File: config.mk
export PLATFORM = sky130hd
export DESIGN_NAME = pc_ir_unit
export DESIGN_NICKNAME = d
export VERILOG_FILES = /design/src/rtl/pc_ir_unit.sv
export SDC_FILE = /design/constraint.sdc
export NUM_CORES = 1
export LEC_CHECK = 0
export ABC_AREA = 1
export ABC_CLOCK_PERIOD_IN_PS = 2100
export CORE_ASPECT_RATIO = 1.25
export CORE_MARGIN = 1.5
export CORE_UTILIZATION = 43
export DETAILED_ROUTE_END_ITERATION = 10
export HOLD_SLACK_MARGIN = 0.03
export PLACE_DENSITY = 0.85
export SKIP_LAST_GASP = 1
export SYNTH_ARGS = -nofsm -noshare
export SYNTH_HDL_FRONTEND = slang
export SYNTH_SLANG_ARGS = --single-unit
File: constraint.sdc
create_clock -name clk -period 2.1 [get_ports clk]
set_input_delay 0.42 -clock clk [delete_from_list [all_inputs] [get_ports clk]]
set_output_delay 0.42 -clock clk [all_outputs]
set_load 0.005 [all_outputs]
File: src/rtl/pc_ir_unit.sv
// pc_ir_unit: program counter and instruction register for mycpu.
// Ports: clk, rst_n, ps_in, il_in, a_in, imem_* fetch handshake, pc_out, ins_out, ins_valid_out, busy_out.
module pc_ir_unit #(
    parameter int ADDR_W = 16,
    parameter logic [ADDR_W-1:0] RESET_PC = '0
) (
    input  logic              clk,
    input  logic              rst_n,
    input  logic [1:0]        ps_in,
    input  logic              il_in,
    input  logic [15:0]       a_in,
    input  logic [15:0]       imem_rdata_in,
    input  logic              imem_ack_in,
    output logic              imem_req_out,
    output logic [ADDR_W-1:0] imem_addr_out,
    output logic [ADDR_W-1:0] pc_out,
    output logic [15:0]       ins_out,
    output logic              ins_valid_out,
    output logic              busy_out
);

    typedef enum logic {
        IDLE,
        FETCH
    } state_t;

    state_t            state_q;
    state_t            state_d;
    logic [ADDR_W-1:0] pc_q;
    logic [ADDR_W-1:0] pc_d;
    logic [ADDR_W-1:0] addr_q;
    logic [15:0]       ins_q;
    logic              valid_q;
    logic [5:0]        br_off;

    always_ff @(posedge clk or negedge rst_n) begin
        if (!rst_n) begin
            state_q <= IDLE;
        end else begin
            state_q <= state_d;
        end
    end

    always_comb begin
        state_d = state_q;
        unique case (state_q)
            IDLE:  if (il_in)       state_d = FETCH;
            FETCH: if (imem_ack_in) state_d = IDLE;
            default: state_d = IDLE;
        endcase
    end

    // Branch offset is split across the instruction word.
    assign br_off = {ins_q[8:6], ins_q[2:0]};

    always_comb begin
        pc_d = pc_q;
        if (state_q == IDLE) begin
            unique case (ps_in)
                2'b00: pc_d = pc_q;
                2'b01: pc_d = pc_q + 1'b1;
                2'b10: pc_d = pc_q + {{(ADDR_W-6){br_off[5]}}, br_off};
                2'b11: pc_d = a_in[ADDR_W-1:0];
                default: pc_d = pc_q;
            endcase
        end
    end

    always_ff @(posedge clk or negedge rst_n) begin
        if (!rst_n) begin
            pc_q    <= RESET_PC;
            addr_q  <= '0;
            ins_q   <= 16'h0000;
            valid_q <= 1'b0;
        end else begin
            pc_q    <= pc_d;
            valid_q <= 1'b0;
            if (state_q == IDLE && il_in) begin
                // Fetch uses the PC before this edge's update.
                addr_q <= pc_q;
            end
            if (state_q == FETCH && imem_ack_in) begin
                ins_q   <= imem_rdata_in;
                valid_q <= 1'b1;
            end
        end
    end

    assign imem_req_out  = (state_q == FETCH);
    assign busy_out      = (state_q == FETCH);
    assign imem_addr_out = addr_q;
    assign pc_out        = pc_q;
    assign ins_out       = ins_q;
    assign ins_valid_out = valid_q;

endmodule
# ---- Yosys cells after proc, flatten, opt, wreduce, memory -nomap -nowiden
# Index checks and enable logic that the tools add are counted.
dict set report totals {
  input_bits 38
  elab_cells 21
  output_inout_bits 51
  reg_bits 50
}
dict set report op_classes {
  add_sub_neg 2
  muxes 5
  bitwise_logic 2
  eq_ne 3
  reduce_logical 4
}
# cell n
set op_table {}
lappend op_table {{$pmux 16 s3} 1}
lappend op_table {{$add 16x1->16 const B} 1}
lappend op_table {{$add 16x16->16} 1}
lappend op_table {{$eq 2x2->1 const B} 2}
lappend op_table {{$mux 1} 3}
lappend op_table {{$eq 2x1->1 const B} 1}
lappend op_table {{$logic_and 1x1->1} 2}
lappend op_table {{$logic_not 2->1} 1}
lappend op_table {{$not 1->1} 2}
lappend op_table {{$pmux 1 s2} 1}
lappend op_table {{$reduce_and 2->1} 1}

# ---- Depth between registers and ports, before layout
# Gate-level depths: netlist (run 1).
dict set report depth {
  depth_word 3
  mapped_depth 17
  depth_no_buf 17
}

# ---- Worst setup path before layout (run 1)
# OpenSTA, ideal clock, no wires.
dict set report synth_path {
  path_kind {in2reg}
  startpoint {input port ps_in[1]}
  endpoint {register pc_q[12] (netlist: pc_out[12])}
  setup_slack_ns -0.319
  required_time_ns 1.984
  path_stages 17
  arrival_ns 2.302
  n_path_buf 1
  setup_ns 0.116
  path_cell_list {buf_6 nand2_1 or2_2 ha_1 fa_1 nand3_1 nand3_1 nand2_1 nand2_1 nand3_2 nand2_1 nand2_1 nand2_1 nand2_1 nand3_1 nand2_1 nand2_1}
}
dict set report synth_via {
  elab_chain_cells 3
  word_cells_on_any_way 7
  cone_classes {eq/ne: 3; mux: 1; bitwise: 1; reduce/logical: 2}
}
# element line_no
set synth_lines {}
lappend synth_lines {{from (decl)} 9} ;# input logic [1:0] ps_in,
lappend synth_lines {{branches (longest 3 deep; another with $pmux 16 s3)} -}
lappend synth_lines {{to (signal assigned)} 76} ;# pc_q <= pc_d;
lappend synth_lines {{to (decl)} 29} ;# logic [ADDR_W-1:0] pc_q;
# Several ways; the timed one is not identified.
# A chain may end at the register's enable or synchronous reset.

# ---- Worst setup path after layout (run 1)
dict set report layout_path {
  startpoint {input port ps_in[1]}
  endpoint {register pc_q[11] (netlist: pc_out[11])}
}
# The elaborated chain is that of the path after synthesis.

==> impl_metrics.ini, run 1 <==
[logic_synthesis]
ys.flop_type = dfrtp_1
syn_inst = 398
ys_ff_latch = 50
synth_edf_count = 0
synth_common_cells = 127 x nand2_1, 50 x dfrtp_1, 41 x inv_1, 33 x o21ai_0, 30 x nand3_1
synth-seq-area-share = 0.423
netlist.area_leader.share = 0.423
synth_fp_nets = 442
synth_largest_area_cell = dfrtp_1
avgSynthCellArea_um2 = 7.43
async_flop_share = 1.00
netlist-cell-type-count = 35
yosys_warnings = 0
yosysMostFrequentCell = nand2_1
synth_area_um2 = 2960
synth_area_leaders = dfrtp_1 42%, nand2_1 16%, o21ai_0 5.6%

[global_route]
antenna_found_initial = 0
grt_pass1_vias = 3088
gr-usage-all-layers = 0.248
grt_max_degree = 25
grt_pass1_wl_mm = 14.5
grt.overflow.total = 0

[final_layout]
area_delta_synth_final_pct = 48.8
num_antenna_cells = 0
nets = 566
layout-drive-gt1-share = 0.201

[worst_setup_path]
r2r-start = ins_out[0]
r2r-end = pc_out[12]
end_kind = flop
cp.arrival_ns = 2.36
crit_chain = clkdlybuf4s15_1 -> nand2_4 -> buf_4 -> nor2_1 -> ha_1 -> buf_4 -> nand2_2 -> inv_1 -> nand2_1 -> nand3_2 -> nand2_2 -> nand2_2 -> nand2_1 -> nand2_1 -> nand3_1 -> nand3_1 -> nand2_1 -> nand2_1
cp.required_ns = 2.32
r2r_cells = 15
slowest_stage = ha_1
worstPathMaxFanout = 4
cpMostUsedCell = nand2_1
cp-start-kind = input port
crit_type = input port to flop
reg2reg_slack_ns = 0.01
critPathMaxStageDelay_ns = 0.34

[clock_tree]
cts_buffer_depth = 2
cts_tree = done
numCtsBuffers = 5
h-tree-depth = 2
numClockSinks = 50
clk_pin_slew_ns = 0.11
clk_latency_ns = 0.32
cts_root_buffer = clkbuf_8
hold_buffers = 0

[sta]
drv_slew = 0
tns_ns = -0.0705
fin_crit_sh = 1.02
rsz0062_at_grt = true
setup_viol = 2
fin_crit_ns = 2.14
worst_pin_slew_ns = 0.575
final_hold_viol_count = 0
maxSlewHeadroom = 0.617
finalClockSkew_ns = 0.00848
fmax_ghz = 0.467
fin_hold_ws_ns = 0.0641
finalWorstSetupSlack_ns = -0.0416

[route]
routed_wl_mm = 8.81
first_pass_iters = 4
vias = 3133
ant_nets = 0
vias_per_cell = 5.14
route.detailed.drc = 0
wire_per_inst_um = 14.4
initialDrtViolationCount = 181

[die]
dieHeight_um = 95.7
row_count = 33
start_util = 0.448
io_pins = 89
die_w_um = 77.2
die_area_um2 = 7390
coreArea_um2 = 6610

[power]
total_power_mw = 4.83
power.density_nw_per_um2 = 1100
peakVddDrop_mv = 0.616
p_leak_nw = 2.15

[status]
outcome = finished with violations
violations = negative setup slack

[place]
dp_hpwl_mm = 6.71
io_buffer_count = 88
routabilityCongestion = 0.962

[worst_hold_path]
min_path_type = input port to async pin

[job]
max_cap_viol_count = 0
area by class of cell:
class,count,area [um^2]
timing repair buffer,133,1220
clock inverter,3,28.8
clock buffer,5,68.8
sequential,50,1250
tap,87,109
inverter,45,171
fill,543,2200
multi-input combinational,287,1550
registers in the layout, summed over array words and instances (netlist names):
| signal | count |
|---|---|
| busy_out | 1 |
| imem_addr_out | 16 |
| ins_out | 16 |
| ins_valid_out | 1 |
| pc_out | 16 |
layer usage:
metal	up-vias	track usage	routed length, um
met2	129	0.460	4480
li1	1525	-	-
met4	0	0.121	386
met5	-	0	0
met3	32	0.0540	596
met1	1447	0.269	3340
layout by cell type (no fill, tap or decap), types with 7 or more instances in the layout:
master and instances:
nand3_1 24, o22ai_1 8, nand3_2 7, nor2_1 26
inv_1 41, buf_4 44, clkdlybuf4s50_1 85, dfrtp_1 50
nand2_2 18, nand2_1 119, o21ai_0 33
cells by family after synthesis:
group	share of synthesized area
AND/OR/NAND/NOR	0.325
buffers and inverters	0.0858
AO/OA/AOI/OAI	0.120
flip-flops	0.423
adder cells (fa/ha/maj)	0.0279
XOR/XNOR	0.0148
multiplexers	0.00381
worst max-delay path by stage:
stage	start	to	cells after the start
after floorplan	ps_in[1]	pc_out[12]	17
after global placement	ps_in[0]	pc_out[12]	18
after detailed placement	ps_in[0]	pc_out[12]	18
after CTS	ps_in[0]	pc_out[12]	18
after global routing	ins_out[0]	pc_out[12]	15
final	ps_in[1]	pc_out[11]	18
critical path, delay by kind of cell:
family        cells  cell delay [ns]
simple gates     13             1.05
buf+inv           4             0.55
fa+ha+maj         1             0.34
power by group:
part	switching, mW	internal, mW
registers	0.300	1.30
logic	1.24	1.38
clock network	0.372	0.248
total	1.91	2.92
what timing repair did:
| item | in CTS | in global routing |
|---|---|---|
| pin swaps | 2 | 10 |
| setup endpoints to repair | 14 | 11 |
| resized for setup | 4 | 17 |
| hold endpoints to repair | 0 | 0 |
| setup buffers | 0 | 4 |
stage by stage:
step / utilization / instance area, um^2 / instances / setup slack (ns)
after floorplan: - / 3010 / 398 / -0.128
final: 0.666 / 4400 / 610 / -0.0416
after CTS: 0.654 / 4320 / 606 / -0.0622
after global placement: 0.639 / 4220 / 598 / -0.608
after detailed placement: 0.639 / 4220 / 598 / -0.668
after global routing: 0.666 / 4400 / 610 / -0.146
Power figures use the tool's default switching activity.
==> inputs of run 2 (changes only) <==
SKIP_LAST_GASP = unset   (was 1)
==> run 2 against run 1 <==
  * The flow still finishes with violations (negative setup slack)
  * Sequential cell count stayed put
  * Global-route usage hardly changed
  * Clock-buffer cell count stayed put
  * Setup slack worse by 0.0038 ns
  * Combinational power hardly changed
  * First-iteration DRC count stayed put
  * Total power is 0.15% higher
  * Sequential share of layout area is 0.19 points lower
  * Utilization is 0.45 points higher
  * Critical path type unchanged
  * Largest power group unchanged
==> impl_metrics.ini, run 2 (synthesis results as in run 1) <==
[status]
outcome = finished with violations
violations = negative setup slack

[final_layout]
register_area_um2 = 1250
n_fill_cell = 529
layout-drive-gt1-share = 0.202
multi_input_area_um2 = 1560
final_common_cell = nand2_1
num_antenna_cells = 0
final_cell_mix = 119 x nand2_1, 85 x clkdlybuf4s50_1, 50 x dfrtp_1
nets = 567
fin_util = 0.671
area_delta_synth_final_pct = 49.8
final_cell_area_um2 = 4430

[sta]
finalClockSkew_ns = 0.00781
maxSlewHeadroom = 0.618
drv_slew = 0
setup_viol = 2
fin_crit_sh = 1.02
finalWorstSetupSlack_ns = -0.0454
fin_crit_ns = 2.15
worst_pin_slew_ns = 0.572
final_hold_viol_count = 0
rsz0062_at_grt = true
fmax_ghz = 0.466

[route]
initialDrtViolationCount = 181
highest_layer = met4
ant_nets = 0
first_pass_iters = 4
dr_wl_met2_mm = 4.52
met1Wirelength_mm = 3.39
wl_met3_um = 598
vias = 3172
wire_per_inst_um = 14.5
route.detailed.drc = 0
vias_per_cell = 5.19
routed_wl_mm = 8.86

[power]
peakVddDrop_mv = 0.601
power.density_nw_per_um2 = 1090
p_leak_nw = 2.17

[worst_setup_path]
crit_type = input port to flop
worstPathMaxFanout = 3
cp.required_ns = 2.29
cp-start-kind = input port
end_kind = flop
cp.arrival_ns = 2.34

[global_route]
gr-usage-all-layers = 0.248
grt.overflow.total = 0
grt_max_degree = 25
grt_pass1_vias = 3078
grt_pass1_wl_mm = 14.5
antenna_found_initial = 0

[job]
max_cap_viol_count = 0

[die]
die_area_um2 = 7390
io_pins = 89
dieHeight_um = 95.7
row_count = 33
start_util = 0.448
die_w_um = 77.2
coreArea_um2 = 6610

[place]
dp_hpwl_mm = 6.71
routabilityCongestion = 0.962
io_buffer_count = 88
place_area_um2 = 4220

[clock_tree]
hold_buffers = 0
clk_latency_ns = 0.31
cts_root_buffer = clkbuf_8
numClockSinks = 50
cts_buffer_depth = 2
numCtsBuffers = 5
h-tree-depth = 2
clk_pin_slew_ns = 0.11
cts_tree = done

[worst_hold_path]
min_path_type = input port to async pin
[run 2: changes by cell type in the layout (fill, tap and decap cells not counted)]
| cell | change |
|---|---|
| a21boi_2 | -1 |
| a21boi_4 | +1 |
| buf_12 | +1 |
| buf_2 | +1 |
| clkbuf_2 | -1 |
| nand2_2 | -1 |
| nand2_4 | +1 |
| nand3_1 | -1 |
| nand3_2 | +1 |
| nor2_1 | +1 |
| nor2_4 | -1 |
[run 2: per-layer routing]
| metal | up-vias | GRT usage |
|---|---|---|
| li1 | 1529 | - |
| met1 | 1479 | 0.271 |
| met2 | 132 | 0.463 |
| met3 | 32 | 0.0540 |
| met4 | 0 | 0.109 |
| met5 | - | 0 |
[run 2: path summary, 6_finish.rpt]
path / from / end / slack, ns / cells past startpoint
max: ps_in[1] / pc_out[6] / -0.05 / 14
max in group asynchronous: rst_n / pc_out[6] / 1.41 / 2
min: rst_n / imem_addr_out[5] / 0.07 / 1
max reg2reg: ins_out[0] / pc_out[6] / -0.04 / 12
min in group clk: ins_out[9] / ins_out[9] / 0.50 / 2
min reg2reg: ins_out[9] / ins_out[9] / 0.50 / 2
[run 2: metrics by stage]
stage / setup WS [ns] / power [mW] / std cells / TNS [ns] / hold slack, ns
after global routing: -0.154 / 5.20 / 611 / -0.748 / 0.0978
final: -0.0454 / 4.84 / 611 / -0.0585 / 0.0703
after floorplan: -0.128 / 2.75 / 398 / -0.161 / 0.124
after CTS: 0.0113 / 4.74 / 606 / 0 / 0.0772
after global placement: -0.608 / 4.03 / 598 / -6.81 / 0.412
after detailed placement: -0.668 / 4.11 / 598 / -7.47 / 0.428
[run 2: final cells by class]
cell class                 instances  area share
timing repair buffer             134       0.280
tap                               87      0.0246
multi-input combinational        287       0.352
clock buffer                       5      0.0155
clock inverter                     3     0.00649
inverter                          45      0.0387
sequential                        50       0.282
[run 2: timing repair]
item / 4_1_cts / 5_1_grt
gates resized for setup: 7 / 16
endpoints found under the setup margin: 14 / 9
cloned: 0 / 0
pin swaps: 3 / 12
setup buffers: 0 / 5
[run 2: critical path, cell delays in order]
cell	delay, ns
clkdlybuf4s15_1	0.22
nand2_4	0.06
or2_4	0.25
ha_4	0.16
fa_2	0.36
nand3_2	0.07
nand3_2	0.09
nand2_4	0.10
buf_12	0.10
a21boi_4	0.06
buf_4	0.14
xor2_1	0.13
nor2_1	0.08
o22ai_1	0.07
[run 2: power by group]
group / switching [mW] / internal, mW / total (mW)
Clock: 0.368 / 0.248 / 0.616
Combinational: 1.25 / 1.37 / 2.62
Sequential: 0.305 / 1.30 / 1.60
Total: 1.92 / 2.92 / 4.84
==> inputs of run 3 (changes only) <==
GPL_ROUTABILITY_DRIVEN = 1   (was unset)
==> results of run 3 <==
Same layout as run 2: the final DEF is identical, and so are final timing and power.
